**config.mk**
```make
export PLATFORM = sky130hd
export DESIGN_NAME = fifo_wm_flat
export DESIGN_NICKNAME = d
export VERILOG_FILES = /design/src/rtl/fifo_pkg.sv /design/src/rtl/fifo_wm_if.sv /design/src/rtl/fifo_wm_ctrl.sv /design/src/rtl/fifo_wm.sv /design/src/flat_wrapper.sv
export SDC_FILE = /design/constraint.sdc
export NUM_CORES = 1
export LEC_CHECK = 0
export CAP_MARGIN = 20
export CORE_MARGIN = 5
export CORE_UTILIZATION = 62
export DETAILED_ROUTE_END_ITERATION = 10
export PLACE_DENSITY = 0.86
export SYNTH_ARGS = -nofsm -noshare
export SYNTH_HDL_FRONTEND = slang
export SYNTH_SLANG_ARGS = --single-unit
```
**constraint.sdc**
```tcl
create_clock -name clk -period 5.5 [get_ports clk]
set_input_delay 0.825 -clock clk [delete_from_list [all_inputs] [get_ports clk]]
set_output_delay 0.825 -clock clk [all_outputs]
set_load 0.02 [all_outputs]
```
**src/rtl/fifo_pkg.sv**
```systemverilog
// Shared definitions for the watermark FIFO: pointer sizing and
// configuration legality checks evaluated at elaboration time.
package fifo_pkg;

    // Address width for a given depth; a depth of 1 still gets one address bit.
    function automatic int ptr_width(input int depth);
        return (depth <= 1) ? 1 : $clog2(depth);
    endfunction

    function automatic bit is_pow2(input int value);
        return (value >= 2) && ((value & (value - 1)) == 0);
    endfunction

    // Legal configuration: power-of-two depth >= 2, nonzero width, and both
    // watermarks inside the range the occupancy count can actually reach.
    function automatic bit fifo_cfg_ok(input int width, input int depth,
                                       input int afull, input int aempty);
        return (width >= 1) && is_pow2(depth)
            && (afull >= 1) && (afull <= depth)
            && (aempty >= 0) && (aempty <= depth - 1);
    endfunction

endpackage

```
**src/rtl/fifo_wm_if.sv**
```systemverilog
// Bus bundle between a FIFO producer/consumer (master) and fifo_wm (slave).
//
// Handshake: write and read are requests sampled on the rising clock edge.
// A write is taken when the FIFO is not full, or when it is full and a read
// is taken in the same cycle; a read is taken when the FIFO is not empty.
// full/empty therefore act as the registered "not ready" indications, and a
// request that is not taken is dropped and recorded in overflow/underflow.
interface fifo_wm_if
    import fifo_pkg::*;
#(
    parameter int FIFO_WIDTH = 8,
    parameter int FIFO_DEPTH = 8
);
    localparam int CW = ptr_width(FIFO_DEPTH) + 1;

    logic [FIFO_WIDTH-1:0] wrdata;
    logic                  write;
    logic                  read;
    logic                  clr_err;
    logic [FIFO_WIDTH-1:0] rddata;
    logic                  rdvalid;
    logic                  full;
    logic                  empty;
    logic                  almost_full;
    logic                  almost_empty;
    logic [CW-1:0]         count;
    logic                  overflow;
    logic                  underflow;

    modport master (
        output wrdata, write, read, clr_err,
        input  rddata, rdvalid, full, empty, almost_full, almost_empty,
               count, overflow, underflow
    );

    modport slave (
        input  wrdata, write, read, clr_err,
        output rddata, rdvalid, full, empty, almost_full, almost_empty,
               count, overflow, underflow
    );
endinterface

```
**src/rtl/fifo_wm_ctrl.sv**
```systemverilog
// Pointer, occupancy and flag control for fifo_wm. All status outputs are
// registered from the next-state count, so request inputs never reach a flag
// combinationally.
module fifo_wm_ctrl
    import fifo_pkg::*;
#(
    parameter int FIFO_DEPTH    = 8,
    parameter int AFULL_THRESH  = 6,
    parameter int AEMPTY_THRESH = 2,
    localparam int PW = ptr_width(FIFO_DEPTH),
    localparam int CW = PW + 1
) (
    input  logic          clk,
    input  logic          reset,
    input  logic          write,
    input  logic          read,
    input  logic          clr_err,
    output logic          wr_ok,
    output logic          rd_ok,
    output logic [PW-1:0] wr_addr,
    output logic [PW-1:0] rd_addr,
    output logic [CW-1:0] count,
    output logic          full,
    output logic          empty,
    output logic          almost_full,
    output logic          almost_empty,
    output logic          overflow,
    output logic          underflow
);
    // Pointers carry one extra wrap bit and roll over modulo 2*FIFO_DEPTH.
    logic [PW:0]   wr_ptr;
    logic [PW:0]   rd_ptr;
    logic [CW-1:0] count_q;
    logic [CW-1:0] count_nxt;
    logic          full_q;
    logic          empty_q;
    logic          afull_q;
    logic          aempty_q;
    logic          ovf_q;
    logic          unf_q;

    // A full FIFO can still take a write when the head leaves in the same cycle.
    assign rd_ok = read & ~empty_q;
    assign wr_ok = write & (~full_q | rd_ok);

    // Occupancy after this cycle's accepted operations.
    always_comb begin
        count_nxt = count_q;
        if (wr_ok && !rd_ok) begin
            count_nxt = count_q + CW'(1);
        end else if (rd_ok && !wr_ok) begin
            count_nxt = count_q - CW'(1);
        end
    end

    // Pointer and occupancy registers.
    always_ff @(posedge clk or negedge reset) begin
        if (!reset) begin
            wr_ptr  <= '0;
            rd_ptr  <= '0;
            count_q <= '0;
        end else begin
            if (wr_ok) begin
                wr_ptr <= wr_ptr + (PW + 1)'(1);
            end
            if (rd_ok) begin
                rd_ptr <= rd_ptr + (PW + 1)'(1);
            end
            count_q <= count_nxt;
        end
    end

    // Status flags, registered from the next occupancy.
    always_ff @(posedge clk or negedge reset) begin
        if (!reset) begin
            full_q   <= 1'b0;
            empty_q  <= 1'b1;
            afull_q  <= 1'b0;
            aempty_q <= 1'b1;
        end else begin
            full_q   <= (count_nxt == CW'(FIFO_DEPTH));
            empty_q  <= (count_nxt == '0);
            afull_q  <= (count_nxt >= CW'(AFULL_THRESH));
            aempty_q <= (count_nxt <= CW'(AEMPTY_THRESH));
        end
    end

    // Sticky error flags; a new error in the clearing cycle keeps the flag set.
    always_ff @(posedge clk or negedge reset) begin
        if (!reset) begin
            ovf_q <= 1'b0;
            unf_q <= 1'b0;
        end else begin
            ovf_q <= (write & ~wr_ok) | (ovf_q & ~clr_err);
            unf_q <= (read & ~rd_ok) | (unf_q & ~clr_err);
        end
    end

    assign wr_addr      = wr_ptr[PW-1:0];
    assign rd_addr      = rd_ptr[PW-1:0];
    assign count        = count_q;
    assign full         = full_q;
    assign empty        = empty_q;
    assign almost_full  = afull_q;
    assign almost_empty = aempty_q;
    assign overflow     = ovf_q;
    assign underflow    = unf_q;

endmodule

```
**src/rtl/fifo_wm.sv**
```systemverilog
// Single-clock FIFO with watermarks, occupancy count, sticky error flags and
// a selectable read path (show-ahead or registered). Storage and read data
// live here; pointers and flags live in fifo_wm_ctrl.
module fifo_wm
    import fifo_pkg::*;
#(
    parameter int FIFO_WIDTH    = 8,
    parameter int FIFO_DEPTH    = 8,
    parameter int AFULL_THRESH  = 6,
    parameter int AEMPTY_THRESH = 2,
    parameter int RD_REG        = 0
) (
    input logic      clk,
    input logic      reset,
    fifo_wm_if.slave bus
);
    localparam int  PW     = ptr_width(FIFO_DEPTH);
    localparam int  CW     = PW + 1;
    localparam bit  CFG_OK = fifo_cfg_ok(FIFO_WIDTH, FIFO_DEPTH,
                                         AFULL_THRESH, AEMPTY_THRESH);

    if (!CFG_OK) begin : g_cfg_err
        $error("fifo_wm: illegal depth or watermark configuration");
    end

    logic [FIFO_WIDTH-1:0] mem [FIFO_DEPTH];
    logic                  wr_ok;
    logic                  rd_ok;
    logic [PW-1:0]         wr_addr;
    logic [PW-1:0]         rd_addr;
    logic                  empty;
    logic [FIFO_WIDTH-1:0] rd_q;
    logic                  rdv_q;

    fifo_wm_ctrl #(
        .FIFO_DEPTH    (FIFO_DEPTH),
        .AFULL_THRESH  (AFULL_THRESH),
        .AEMPTY_THRESH (AEMPTY_THRESH)
    ) u_ctrl (
        .clk          (clk),
        .reset        (reset),
        .write        (bus.write),
        .read         (bus.read),
        .clr_err      (bus.clr_err),
        .wr_ok        (wr_ok),
        .rd_ok        (rd_ok),
        .wr_addr      (wr_addr),
        .rd_addr      (rd_addr),
        .count        (bus.count),
        .full         (bus.full),
        .empty        (empty),
        .almost_full  (bus.almost_full),
        .almost_empty (bus.almost_empty),
        .overflow     (bus.overflow),
        .underflow    (bus.underflow)
    );

    // Storage array; cleared on reset so the show-ahead output reads zero.
    always_ff @(posedge clk or negedge reset) begin
        if (!reset) begin
            for (int i = 0; i < FIFO_DEPTH; i++) begin
                mem[i] <= '0;
            end
        end else if (wr_ok) begin
            mem[wr_addr] <= bus.wrdata;
        end
    end

    // Registered read stage; only drives the outputs when RD_REG is set.
    always_ff @(posedge clk or negedge reset) begin
        if (!reset) begin
            rd_q  <= '0;
            rdv_q <= 1'b0;
        end else begin
            rdv_q <= rd_ok;
            if (rd_ok) begin
                rd_q <= mem[rd_addr];
            end
        end
    end

    assign bus.empty   = empty;
    assign bus.rddata  = (RD_REG != 0) ? rd_q : mem[rd_addr];
    assign bus.rdvalid = (RD_REG != 0) ? rdv_q : ~empty;

    logic unused_cw;
    assign unused_cw = (CW == 0);

endmodule
```
**src/flat_wrapper.sv**
```systemverilog
// flat-port wrapper written by rule: the top's interface ports become plain ports
module fifo_wm_flat import fifo_pkg::*;
#(
    parameter int FIFO_WIDTH    = 8,
    parameter int FIFO_DEPTH    = 8,
    parameter int AFULL_THRESH  = 6,
    parameter int AEMPTY_THRESH = 2,
    parameter int RD_REG        = 0
)
  (clk, reset, bus_wrdata, bus_write, bus_read, bus_clr_err, bus_rddata, bus_rdvalid, bus_full, bus_empty, bus_almost_full, bus_almost_empty, bus_count, bus_overflow, bus_underflow);
  fifo_wm_if #(.FIFO_WIDTH(FIFO_WIDTH), .FIFO_DEPTH(FIFO_DEPTH)) bus_i ();
  input logic clk;
  input logic reset;
  input wire logic [$bits(bus_i.wrdata)-1:0] bus_wrdata;
  input wire logic [$bits(bus_i.write)-1:0] bus_write;
  input wire logic [$bits(bus_i.read)-1:0] bus_read;
  input wire logic [$bits(bus_i.clr_err)-1:0] bus_clr_err;
  output wire logic [$bits(bus_i.rddata)-1:0] bus_rddata;
  output wire logic [$bits(bus_i.rdvalid)-1:0] bus_rdvalid;
  output wire logic [$bits(bus_i.full)-1:0] bus_full;
  output wire logic [$bits(bus_i.empty)-1:0] bus_empty;
  output wire logic [$bits(bus_i.almost_full)-1:0] bus_almost_full;
  output wire logic [$bits(bus_i.almost_empty)-1:0] bus_almost_empty;
  output wire logic [$bits(bus_i.count)-1:0] bus_count;
  output wire logic [$bits(bus_i.overflow)-1:0] bus_overflow;
  output wire logic [$bits(bus_i.underflow)-1:0] bus_underflow;
  assign bus_i.wrdata = bus_wrdata;
  assign bus_i.write = bus_write;
  assign bus_i.read = bus_read;
  assign bus_i.clr_err = bus_clr_err;
  assign bus_rddata = bus_i.rddata;
  assign bus_rdvalid = bus_i.rdvalid;
  assign bus_full = bus_i.full;
  assign bus_empty = bus_i.empty;
  assign bus_almost_full = bus_i.almost_full;
  assign bus_almost_empty = bus_i.almost_empty;
  assign bus_count = bus_i.count;
  assign bus_overflow = bus_i.overflow;
  assign bus_underflow = bus_i.underflow;
  fifo_wm #(.FIFO_WIDTH(FIFO_WIDTH), .FIFO_DEPTH(FIFO_DEPTH), .AFULL_THRESH(AFULL_THRESH), .AEMPTY_THRESH(AEMPTY_THRESH), .RD_REG(RD_REG)) u_core (.clk(clk), .reset(reset), .bus(bus_i));
endmodule
```
==> results of run 1 <==
==> power breakdown <==
group | switching, mW | total (mW) | internal [mW]
Clock | 0.212 | 0.450 | 0.238
Combinational | 0.480 | 1.23 | 0.752
Sequential | 0.251 | 1.14 | 0.889
Total | 0.943 | 2.82 | 1.88
==> through the flow <==
stage	utilization [%]	std cells	hold slack, ps	cell area (µm²)
4_1_cts	72.8	350	503	4230
3_3_place_gp	69.1	334	464	4020
3_5_place_dp	69.1	334	475	4020
2_1_floorplan	-	238	452	3660
5_1_grt	73.5	352	250	4280
6_report	73.5	352	270	4280
==> per-layer routing <==
layer  global-route usage (%)  vias to the layer above
met1                     28.2                     1043
met4                     3.82                        0
li1                         -                      938
met2                     32.8                       46
met5                        0                        -
met3                     6.37                        8
==> layout make-up <==
| class | count | area, µm² | area share (%) |
|---|---|---|---|
| Sequential cell | 80 | 2000 | 46.9 |
| Multi-Input combinational cell | 141 | 1590 | 37.1 |
| Timing Repair Buffer | 33 | 350 | 8.19 |
| Clock buffer | 11 | 151 | 3.54 |
| Tap cell | 75 | 93.8 | 2.19 |
| Clock inverter | 5 | 63.8 | 1.49 |
| Inverter | 7 | 26.3 | 0.615 |
==> worst max-delay path: cells and delay by family (launching register included) <==
kind	cells	cell delay, ps
buf+inv	1	530
mux	2	880
flops	1	890
==> worst paths after layout <==
check                                         from                          to  slack, ps
setup reg to reg               u_core.u_ctrl.empty              u_core.mem[26]       3170
max in group asynchronous                    reset  u_core.u_ctrl.almost_empty       4660
hold reg to reg                     u_core.mem[30]              u_core.mem[30]        510
setup / recovery           u_core.u_ctrl.rd_ptr[1]               bus_rddata[5]       2030
min in group clk                    u_core.mem[30]              u_core.mem[30]        510
hold / removal                               reset              u_core.mem[24]        270
==> registers in the layout, summed over array words and instances (netlist names) <==
signal / count
u_core.u_ctrl.overflow: 1
u_core.u_ctrl.almost_full: 1
u_core.mem: 64
u_core.u_ctrl.rd_ptr: 3
u_core.u_ctrl.almost_empty: 1
u_core.u_ctrl.wr_ptr: 3
u_core.u_ctrl.count: 4
u_core.u_ctrl.full: 1
u_core.u_ctrl.underflow: 1
u_core.u_ctrl.empty: 1
==> cells in the final DEF (no fill, tap or decap), types with 2 or more instances in the layout <==
cell,count
a21o_1,2
clkbuf_8,11
clkdlybuf4s50_1,30
clkinv_4,2
dfrtp_1,78
dfstp_2,2
ha_1,4
inv_1,7
mux2_1,2
mux2_2,72
mux4_2,16
nand2_1,9
nand2b_1,3
nand3_1,3
nand4b_1,2
nor2_1,2
nor2b_1,3
nor3b_4,2
o21ai_0,3
xnor2_1,5
xor2_1,2
==> cell families after synthesis <==
group | after synthesis | synth area share [%]
adder cells (fa/ha/maj) | 4 | 1.37
AO/OA/AOI/OAI | 9 | 1.98
AND/OR/NAND/NOR | 30 | 5.40
XOR/XNOR | 7 | 1.67
multiplexers | 91 | 32.9
buffers and inverters | 17 | 1.95
flip-flops | 80 | 54.8
==> results.yml, run 1 <==
drt:
  wl_um: 6720
  num_vias: 2035
  drt_iter0_drc: 78
  drtAntennaViolNets: 0
  routed-wl-met2_um: 3360
  drc_errors: 0
  wire_per_inst_um: 19.1
  routed.top_layer: "met4"
  drt-met1-wl_um: 2960
  viasPerCell: 5.78
  wl_met3_um: 346
  drtPass1Iterations: 4
cells_and_area:
  fin_nets: 289
  fillers: 405
  n_antenna_cell: 0
  drive_gt1_share_pct: 41.2
  area_growth_pct: 16.8
sta:
  worst_pin_slew_ps: 828
  period_needed_ps: 3470
  fmax_mhz: 288
  skew_ps: 9.06
  setup_tns_ps: 0
  finalSetupViolCount: 0
  slew_headroom_pct: 44.8
  fin_crit_sh_pct: 63.2
  rsz0062_at_grt: "false"
  hold_viol: 0
  drv_slew: 0
  worst_slack_ps: 2030
clocking:
  htree_num_levels: 3
  ctsResizeCount: 0
  clk_latency_ps: 350
  postCtsHoldBufs: 0
  clkSlewWorstSetupHoldPaths_ps: 80
  cts_tree: "yes"
  clock_sinks: 80
  postCtsSetupBuffers: 0
  cts_made_buffers: 9
  cts_root_buffer: "clkbuf_8"
  clock_path_buffers: 2
yosys:
  yosys_warnings: 0
  syn_avg_cell_area_um2: 15.4
  post-synth-top-count-cell: "dfrtp_1"
  ys_top_cells_by_area: "dfrtp_1, mux2_2, mux4_2"
  synth_edf_count: 0
  synthTopCellsByCount: "dfrtp_1, mux2_2, mux4_2, nand2_1, inv_1"
  yosys_register_bits: 80
  syn-cell-area_mm2: 0.00366
  synth_largest_area_cell: "dfrtp_1"
  synth_ff_type: "dfrtp_1"
  synth_top_area_share_pct: 53.3
  async_flop_share_pct: 100
  ys_seq_area_share_pct: 54.8
  syn_inst: 238
  yosysUniqueCellTypes: 33
  synth_nets: 255
critical_path:
  cpMaxStageDelayCell: "dfrtp_1"
  path_class: "reg -> out"
  cp.arrival_ps: 2650
  rr_worst_depth: 5
  crit_required_ps: 4680
  start_kind: "register"
  slowest_delay_ps: 890
  path_cells: "mux4_2 > mux2_2 > clkdlybuf4s50_1"
  crit_path_end_kind: "primary output"
  cp_max_fo: 18
placed_design:
  port_buffers: 31
  gp_congestion: 0.729
  place_ws_ps: 2150
  dp_hpwl_um: 4320
pwr:
  powerDensity_mw_per_mm2: 660
  ir_drop_v: 0.000408
  power_mw: 2.82
  leakagePower_nw: 1.79
floorplanning:
  initial_core_util_pct: 63.0
  die_h_um: 86.8
  rows: 28
  ios: 32
  die_w_um: 86.8
  coreArea_mm2: 0.00582
  die-area_mm2: 0.00754
grt:
  grt_max_degree: 81
  grt_pass1_wl_um: 11500
  antenna_found_initial: 0
  grt.total_usage_pct: 20.5
  overflow: 0
  grt_pass1_vias: 2199
min_path:
  hold_path.class: "in -> async"
outcome:
  status: "completed"
run:
  cap_viol_max_count: 0
Power figures use the tool's default switching activity.
==> run 2: changes to the inputs <==
Settings changed: CORE_UTILIZATION 62 to 57, PLACE_DENSITY 0.86 to 0.8.
Clock period 5.5 ns to 3.4 ns, I/O delays scaled along.
==> results.yml, run 2 (synthesis results as in run 1) <==
outcome:
  status: "completed"
sta:
  holdWs_ps: 489
  fmax_mhz: 328
  finalSetupViolCount: 0
  hold_viol: 0
  fin_crit_sh_pct: 89.8
  period_needed_ps: 3050
  slew_headroom_pct: 58.0
  drv_slew: 0
  worst_pin_slew_ps: 628
  worst_slack_ps: 347
  skew_ps: 10.9
  setup_tns_ps: 0
  rsz0062_at_grt: "false"
pwr:
  powerDensity_mw_per_mm2: 1070
  leakagePower_nw: 1.80
  ir_drop_v: 0.000788
  power_mw: 4.62
cells_and_area:
  top_register: "u_core.mem"
  post-route-util_pct: 68.3
  n_antenna_cell: 0
  area_growth_pct: 17.7
  layout.cells.most_common: "dfrtp_1"
  fin_nets: 294
  mostFrequentLayoutCells: "dfrtp_1, mux2_2, clkdlybuf4s50_1"
  stdcell_count: 359
  drive_gt1_share_pct: 41.8
  fillers: 466
  largest_register_ffs: 64
  design_area_mm2: 0.00431
grt:
  grt_pass1_vias: 2249
  overflow: 0
  grt_pass1_wl_um: 12000
  grt.total_usage_pct: 18.5
  grt_max_degree: 81
  antenna_found_initial: 0
placed_design:
  place_ws_ps: 498
  place_area_mm2: 0.00407
  gp_congestion: 0.753
  dp_hpwl_um: 4670
  place_inst: 341
  port_buffers: 31
floorplanning:
  die_h_um: 90.1
  ios: 32
  rows: 29
  die-area_mm2: 0.00813
  initial_core_util_pct: 58.0
  die_w_um: 90.1
  coreArea_mm2: 0.00631
clocking:
  clock_sinks: 80
  ctsResizeCount: 0
  cts_tree: "yes"
  clock_path_buffers: 2
  clkSlewWorstSetupHoldPaths_ps: 80
  htree_num_levels: 3
  clk_latency_ps: 350
  cts_root_buffer: "clkbuf_8"
  cts_made_buffers: 9
critical_path:
  path_cells: "buf_4 > mux4_2 > mux2_2 > clkdlybuf4s50_1"
  crit_path_end_kind: "primary output"
  path_class: "reg -> out"
  slowest_delay_ps: 720
  cp_max_fo: 11
  cp.arrival_ps: 2540
  start_kind: "register"
  crit_required_ps: 2890
  cpMaxStageDelayCell: "dfrtp_1"
drt:
  drtAntennaViolNets: 0
  num_vias: 2095
  wire_per_inst_um: 19.7
  drtPass1Iterations: 4
  viasPerCell: 5.84
  drt_iter0_drc: 92
  drc_errors: 0
  wl_um: 7080
run:
  cap_viol_max_count: 0
min_path:
  hold_path.class: "reg -> reg"
## run 2: layout make-up
cell class / instances / area, µm² / share of cell area, %
clock inverter: 7 / 78.8 / 1.83
clock buffer: 9 / 124 / 2.87
timing repair buffer: 38 / 395 / 9.17
inverter: 7 / 26.3 / 0.610
tap: 77 / 96.3 / 2.24
sequential: 80 / 2000 / 46.5
multi-input combinational: 141 / 1590 / 36.8
## run 2: critical path: cells and delay by family, from the launching register on
kind,cells,cell delay [ps]
buffers and inverters,2,840
multiplexers,2,630
flip-flops,1,720
## run 2: final timing paths
path,startpoint,endpoint,slack [ps],depth (start not counted)
setup / recovery,u_core.u_ctrl.rd_ptr[1],bus_rddata[1],350,4
hold / removal,u_core.mem[30],u_core.mem[30],490,1
setup reg to reg,u_core.u_ctrl.empty,u_core.mem[29],1050,5
hold reg to reg,u_core.mem[30],u_core.mem[30],490,1
max in group asynchronous,reset,u_core.u_ctrl.empty,2280,3
min in group asynchronous,reset,u_core.mem[51],510,2
## run 2: power breakdown
part / leakage (nW) / total, mW / switching (mW) / internal, mW
sequential: 0.960 / 1.83 / 0.391 / 1.44
combinational: 0.752 / 2.07 / 0.828 / 1.25
clock: 0.0929 / 0.712 / 0.365 / 0.347
## run 2: layer usage
layer | wire length, µm | part of all wire (%) | vias to the layer above | track usage [%]
met1 | 3230 | 46 | 1097 | 26.2
met5 | 0 | 0 | - | 0
met4 | 105 | 1.5 | 0 | 7.07
met3 | 245 | 3.5 | 10 | 3.34
met2 | 3500 | 49 | 43 | 28.7
li1 | - | - | 945 | -
## run 2: repair_timing
action / in CTS / in global routing
buffers inserted: 0 / 0
hold endpoints to repair: 0 / 5
hold buffers: 0 / 1
==> RTL edit 1 (settings of run 1) <==
Make the reset (`reset`) synchronous in 5 clocked blocks.
--- a/src/rtl/fifo_wm_ctrl.sv
+++ b/src/rtl/fifo_wm_ctrl.sv
@@ -55,5 +55,5 @@
 
     // Pointer and occupancy registers.
-    always_ff @(posedge clk or negedge reset) begin
+    always_ff @(posedge clk) begin
         if (!reset) begin
             wr_ptr  <= '0;
@@ -72,5 +72,5 @@
 
     // Status flags, registered from the next occupancy.
-    always_ff @(posedge clk or negedge reset) begin
+    always_ff @(posedge clk) begin
         if (!reset) begin
             full_q   <= 1'b0;
@@ -87,5 +87,5 @@
 
     // Sticky error flags; a new error in the clearing cycle keeps the flag set.
-    always_ff @(posedge clk or negedge reset) begin
+    always_ff @(posedge clk) begin
         if (!reset) begin
             ovf_q <= 1'b0;
--- a/src/rtl/fifo_wm.sv
+++ b/src/rtl/fifo_wm.sv
@@ -57,5 +57,5 @@
 
     // Storage array; cleared on reset so the show-ahead output reads zero.
-    always_ff @(posedge clk or negedge reset) begin
+    always_ff @(posedge clk) begin
         if (!reset) begin
             for (int i = 0; i < FIFO_DEPTH; i++) begin
@@ -68,5 +68,5 @@
 
     // Registered read stage; only drives the outputs when RD_REG is set.
-    always_ff @(posedge clk or negedge reset) begin
+    always_ff @(posedge clk) begin
         if (!reset) begin
             rd_q  <= '0;
Check against the original RTL: differs if reset is asserted again (counterexample within 4 cycles, from zero or initial values and one cycle with reset low); with reset held inactive, the same outputs for 10 cycles.
==> RTL edit 1 against run 1 <==
Die area up 2.4%. Design area up 1.8%. Critical endpoint is now bus_rddata[4]. Sequential cell count up 3. Maximum frequency up 2.4%. Worst setup slack better by 80 ps. Synthesized cell count up 9.7%. Routed wire length up 12%. First-iteration DRC count up 110%. Area after synthesis up 2.7%. Utilization about the same. Via count up 7.5%.
Power is not compared: it rests on default switching activity, and its combinational part moved more than twofold at a synthesized area within 25%.
==> RTL edit 1: results (changes against run 1) <==
Synthesis:
- The synthesized instance count is 261 (was 238).
- Dominant cells by area after synthesis: sky130_fd_sc_hd__edfxtp_1, sky130_fd_sc_hd__and2_1, sky130_fd_sc_hd__dfxtp_1, sky130_fd_sc_hd__mux4_2, sky130_fd_sc_hd__mux2_2 (was sky130_fd_sc_hd__dfrtp_1, sky130_fd_sc_hd__mux2_2, sky130_fd_sc_hd__mux4_2, sky130_fd_sc_hd__dfstp_2, sky130_fd_sc_hd__ha_1).
- The share of async-settable or async-resettable flops after synthesis came to 0% (was 100%).
- The multiplexer share of the synthesized area was 12.8% (was 32.9%).
- The net count after synthesis is 278 (was 255).
- The share of synthesized area occupied by flip-flops and latches is 61.2% (was 54.8%).
- The xor and xnor area share after synthesis came to 1.63% (was 1.67%).
- The count of flip-flops with a built-in enable after synthesis came to 64 (was 0).
- The post-synthesis adder-cell area fraction is 1.33% (was 1.37%).
- Most instantiated cells after synthesis: sky130_fd_sc_hd__and2_1, sky130_fd_sc_hd__edfxtp_1, sky130_fd_sc_hd__dfxtp_1 (was sky130_fd_sc_hd__dfrtp_1, sky130_fd_sc_hd__mux2_2, sky130_fd_sc_hd__mux4_2).

Setup path:
- The cell count of the worst reg-to-reg path came to 4 (was 5).
- The reg-to-reg startpoint is u_core.u_ctrl.empty$_SDFF_PN1_ (was u_core.u_ctrl.empty$_DFF_PN1_).
- The top fanout value on the critical path is 10 (was 18).
- The largest delay contributor family on the critical path is multiplexers (was flip-flops).
- The register-to-register setup slack is 3090 ps (was 3170 ps).
- The slowest stage cell on the critical path is sky130_fd_sc_hd__dfxtp_1 (was sky130_fd_sc_hd__dfrtp_1).
- The destination of the critical timing path was bus_rddata[4] (was bus_rddata[5]).
- The largest incremental delay on the critical path is 600 ps (was 890 ps).

Drt:
- The met1 layer wirelength in the final routing is 3.12 mm (was 2.96 mm).
- The met2 wirelength from detailed routing is 3.64 mm (was 3.36 mm).
- The met3 wire length is 636 microns (was 346 microns).
- The number of vias per cell is 5.76 (was 5.78).
- The first-iteration detailed-routing DRC count is 162 (was 78).
- The via count is 2188 (was 2035).

GRT:
- The maximum number of pins on one net before global-route repair is 26 (was 81).
- The met3 track demand over resource in global routing is 6.30% (was 6.37%).
- The number of global-route vias before repair was 2145 (was 2199).
- The met2 usage in global routing is 33.4% (was 32.8%).
- The global-route met1 utilization is 29.2% (was 28.2%).
- The global-route wire length before repair came to 11.7 mm (was 11.5 mm).

Finish:
- The total number of nets in the final design is 317 (was 289).
- The number of inserted filler cells in the final layout is 370 (was 405).

STA:
- The headroom to the max-slew limit is 31.8% (was 44.8%).

Outcome:
- Result of the run: finished, final reports clean (unchanged).

Placed design:
- The placed wire-length estimate was 5.19 mm (was 4.32 mm).
- The number of cells in the design after placement is 360 (was 334).
- The global placement routability congestion is 0.812 (was 0.729).

Hold path:
- The type of the most critical hold path is reg -> reg (was in -> async).
-- RTL edit 1: stage by stage --
step / instance area, sq um / utilization [%] / worst slack, ps / hold WS (ps)
after floorplan: 3760 / - / 3000 / 467
after global routing: 4350 / 73.5 / 1970 / 590
after detailed placement: 4130 / 69.8 / 1920 / 523
final: 4350 / 73.5 / 2110 / 546
after CTS: 4320 / 72.9 / 1770 / 540
after global placement: 4120 / 69.7 / 1960 / 509
-- RTL edit 1: cell type report --
| cell class | instances | share of cell area, % |
|---|---|---|
| Sequential cell | 83 | 52.9 |
| Timing Repair Buffer | 36 | 8.11 |
| Multi-Input combinational cell | 166 | 32.2 |
| Tap cell | 75 | 2.16 |
| Inverter | 4 | 0.345 |
| Clock inverter | 6 | 1.29 |
| Clock buffer | 10 | 2.93 |
-- RTL edit 1: logic make-up after synthesis --
family	after synthesis
buf+inv	12
flops	83
compound gates	22
xor+xnor	7
simple gates	107
mux	26
fa+ha+maj	4
==> RTL edit 2 (config.mk and constraints of run 1) <==
Without the edit above. `RD_REG` is set to 0 in 2 places; all go to 1.
--- a/src/rtl/fifo_wm.sv
+++ b/src/rtl/fifo_wm.sv
@@ -9,5 +9,5 @@
     parameter int AFULL_THRESH  = 6,
     parameter int AEMPTY_THRESH = 2,
-    parameter int RD_REG        = 0
+    parameter int RD_REG        = 1
 ) (
     input logic      clk,
--- a/src/flat_wrapper.sv
+++ b/src/flat_wrapper.sv
@@ -6,5 +6,5 @@
     parameter int AFULL_THRESH  = 6,
     parameter int AEMPTY_THRESH = 2,
-    parameter int RD_REG        = 0
+    parameter int RD_REG        = 1
 )
   (clk, reset, bus_wrdata, bus_write, bus_read, bus_clr_err, bus_rddata, bus_rdvalid, bus_full, bus_empty, bus_almost_full, bus_almost_empty, bus_count, bus_overflow, bus_underflow);
Function: changed (Yosys sat finds a counterexample within 4 cycles, from zero or initial values and one cycle with reset low).
==> RTL edit 2 against run 1 <==
Design area up 6.2%. Routed wire length up 7.1%. Highest routed layer unchanged. Critical path type is now in -> reg. Worst setup slack better by 590 ps. Total power down 0.66%. Combinational power down 12%. Non-clock buffer count down 1. Area after synthesis up 7.8%. Largest power group is now registers. Count of clock-buffer cells in the layout up 3. Sequential share of layout area up 2.2 points. Sequential cell count up 9.
==> RTL edit 2: results (changes against run 1) <==
Finish:
- The number of flip-flops in the largest register is 64 (unchanged).
- The register containing the most flip-flops in the final layout is u_core.mem (unchanged).
- The number of inserted filler cells in the final layout is 398 (was 405).
- The share of layout cells above drive strength 1 is 34.8% (was 41.2%).
- The total number of nets in the final design is 311 (was 289).

STA:
- The maximum clock skew at final layout is 5.65 ps (was 9.06 ps).
- The worst-margin pin slew is 966 ps (was 828 ps).

GRT:
- The global-route wire length before repair is 12.3 mm (was 11.5 mm).
- The met2 usage in global routing is 29.9% (was 32.8%).
- The met3 track demand over resource in global routing is 4.51% (was 6.37%).
- The combined global-route utilization of all metal layers is 19.5% (was 20.5%).
- The global-route met1 utilization is 27.0% (was 28.2%).
- The maximum number of pins on one net before global-route repair is 90 (was 81).
- The number of global-route vias before repair is 2336 (was 2199).

Synthesis:
- Most instantiated cells after synthesis: sky130_fd_sc_hd__dfrtp_1, sky130_fd_sc_hd__mux2_2, sky130_fd_sc_hd__mux4_2 (unchanged).
- Dominant cells by area after synthesis: sky130_fd_sc_hd__dfrtp_1, sky130_fd_sc_hd__mux2_2, sky130_fd_sc_hd__mux4_2, sky130_fd_sc_hd__mux2i_1, sky130_fd_sc_hd__nand2_1 (was sky130_fd_sc_hd__dfrtp_1, sky130_fd_sc_hd__mux2_2, sky130_fd_sc_hd__mux4_2, sky130_fd_sc_hd__dfstp_2, sky130_fd_sc_hd__ha_1).
- The share of synthesized area occupied by flip-flops and latches came to 56.5% (was 54.8%).
- The net count after synthesis is 279 (was 255).
- The count of yosys warnings during synthesis is 0 (unchanged).

Setup path:
- The reg-to-reg critical path endpoint is u_core.mem[47]$_DFFE_PN0P_ (was u_core.mem[26]$_DFFE_PN0P_).
- The top fanout value on the critical path is 23 (was 18).
- The data arrival at the endpoint of the critical path is 3120 ps (was 2650 ps).
- The register-to-register setup slack came to 3200 ps (was 3170 ps).

Pwr:
- The internal portion of total power was 1.89 mW (was 1.88 mW).
- The total leakage power was 1.93 nW (was 1.79 nW).
- The worst supply voltage drop on vdd is 0.393 mV (was 0.408 mV).

Placed design:
- The placed wire-length estimate came to 4.58 mm (was 4.32 mm).
- The setup slack at placement is 2240 ps (was 2150 ps).
- The global placement routability congestion is 0.759 (was 0.729).

Drt:
- The final routed wire length divided by cell count is 19.1 microns (about the same).
- The met3 wire length is 233 microns (was 346 microns).
- The via count came to 2186 (was 2035).
- The met1 layer wirelength in the final routing came to 3.36 mm (was 2.96 mm).
- The met2 wirelength from detailed routing is 3.46 mm (was 3.36 mm).
- The first-iteration detailed-routing DRC count is 92 (was 78).

Outcome:
- Result of the run: finished, final reports clean (unchanged).

Hold path:
- The type of the most critical hold path is in -> async (unchanged).
RTL edit 2: cell count changes after synthesis, moves of 2 or more:
cell                       delta
sky130_fd_sc_hd__a21oi_1      +2
sky130_fd_sc_hd__mux2_2       -8
sky130_fd_sc_hd__o21ai_0      +7
sky130_fd_sc_hd__mux2i_1      +9
sky130_fd_sc_hd__clkbuf_1     +3
sky130_fd_sc_hd__dfrtp_1      +9
sky130_fd_sc_hd__nand2_1      +6
RTL edit 2: area by class of cell:
cell class | count | area (sq um) | share of cell area [%]
clock buffer | 14 | 173 | 3.80
clock inverter | 2 | 35.0 | 0.772
sequential | 89 | 2230 | 49.1
inverter | 7 | 26.3 | 0.579
multi-input combinational | 155 | 1640 | 36.2
timing repair buffer | 32 | 335 | 7.39
tap | 77 | 96.3 | 2.12
RTL edit 2: cells by family after synthesis:
group / after synthesis / synth area share (%)
AOI/OAI and AO/OA: 16 / 2.60
muxes: 92 / 30.5
xor gates and xnor gates: 7 / 1.55
buffers and inverters: 18 / 1.81
adders and majority gates: 4 / 1.27
DFF: 89 / 56.5
and+or+nand+nor: 36 / 5.74
RTL edit 2: worst max-delay path by stage:
stage,from,to,slack [ps],cells after the start
3_3_place_gp,bus_read,u_core.mem[40]$_DFFE_PN0P_,2300,6
3_5_place_dp,bus_read,u_core.mem[47]$_DFFE_PN0P_,2240,6
4_1_cts,bus_read,u_core.mem[47]$_DFFE_PN0P_,2610,6
2_1_floorplan,bus_read,u_core.mem[24]$_DFFE_PN0P_,3300,6
5_1_grt,bus_read,u_core.mem[43]$_DFFE_PN0P_,2490,6
6_report,bus_read,u_core.mem[47]$_DFFE_PN0P_,2620,6
RTL edit 2: worst max-delay path: stages:
cell and delay, ps:
sky130_fd_sc_hd__clkdlybuf4s50_1 550, sky130_fd_sc_hd__nand2b_4 200, sky130_fd_sc_hd__a21boi_4 310, sky130_fd_sc_hd__nand2b_1 260, sky130_fd_sc_hd__nor3b_4 570, sky130_fd_sc_hd__mux2_2 400
RTL edit 2: power by group through the flow:
stage / registers [mW] / logic, mW / clock network (mW)
6_report: 1.26 / 1.08 / 0.462
5_1_grt: 1.32 / 1.18 / 0.499
4_1_cts: 1.26 / 1.09 / 0.469
3_5_place_dp: 1.28 / 1.08 / 0
3_3_place_gp: 1.26 / 1.04 / 0
2_1_floorplan: 1.20 / 0.827 / 0
RTL edit 2: stage by stage:
step | total power, mW | cell area, sq um | std cells | hold slack, ps
2_1_floorplan | 2.02 | 3950 | 262 | 452
3_3_place_gp | 2.30 | 4300 | 359 | 463
3_5_place_dp | 2.36 | 4300 | 359 | 469
4_1_cts | 2.82 | 4510 | 375 | 488
5_1_grt | 2.99 | 4540 | 376 | 373
6_report | 2.80 | 4540 | 376 | 367
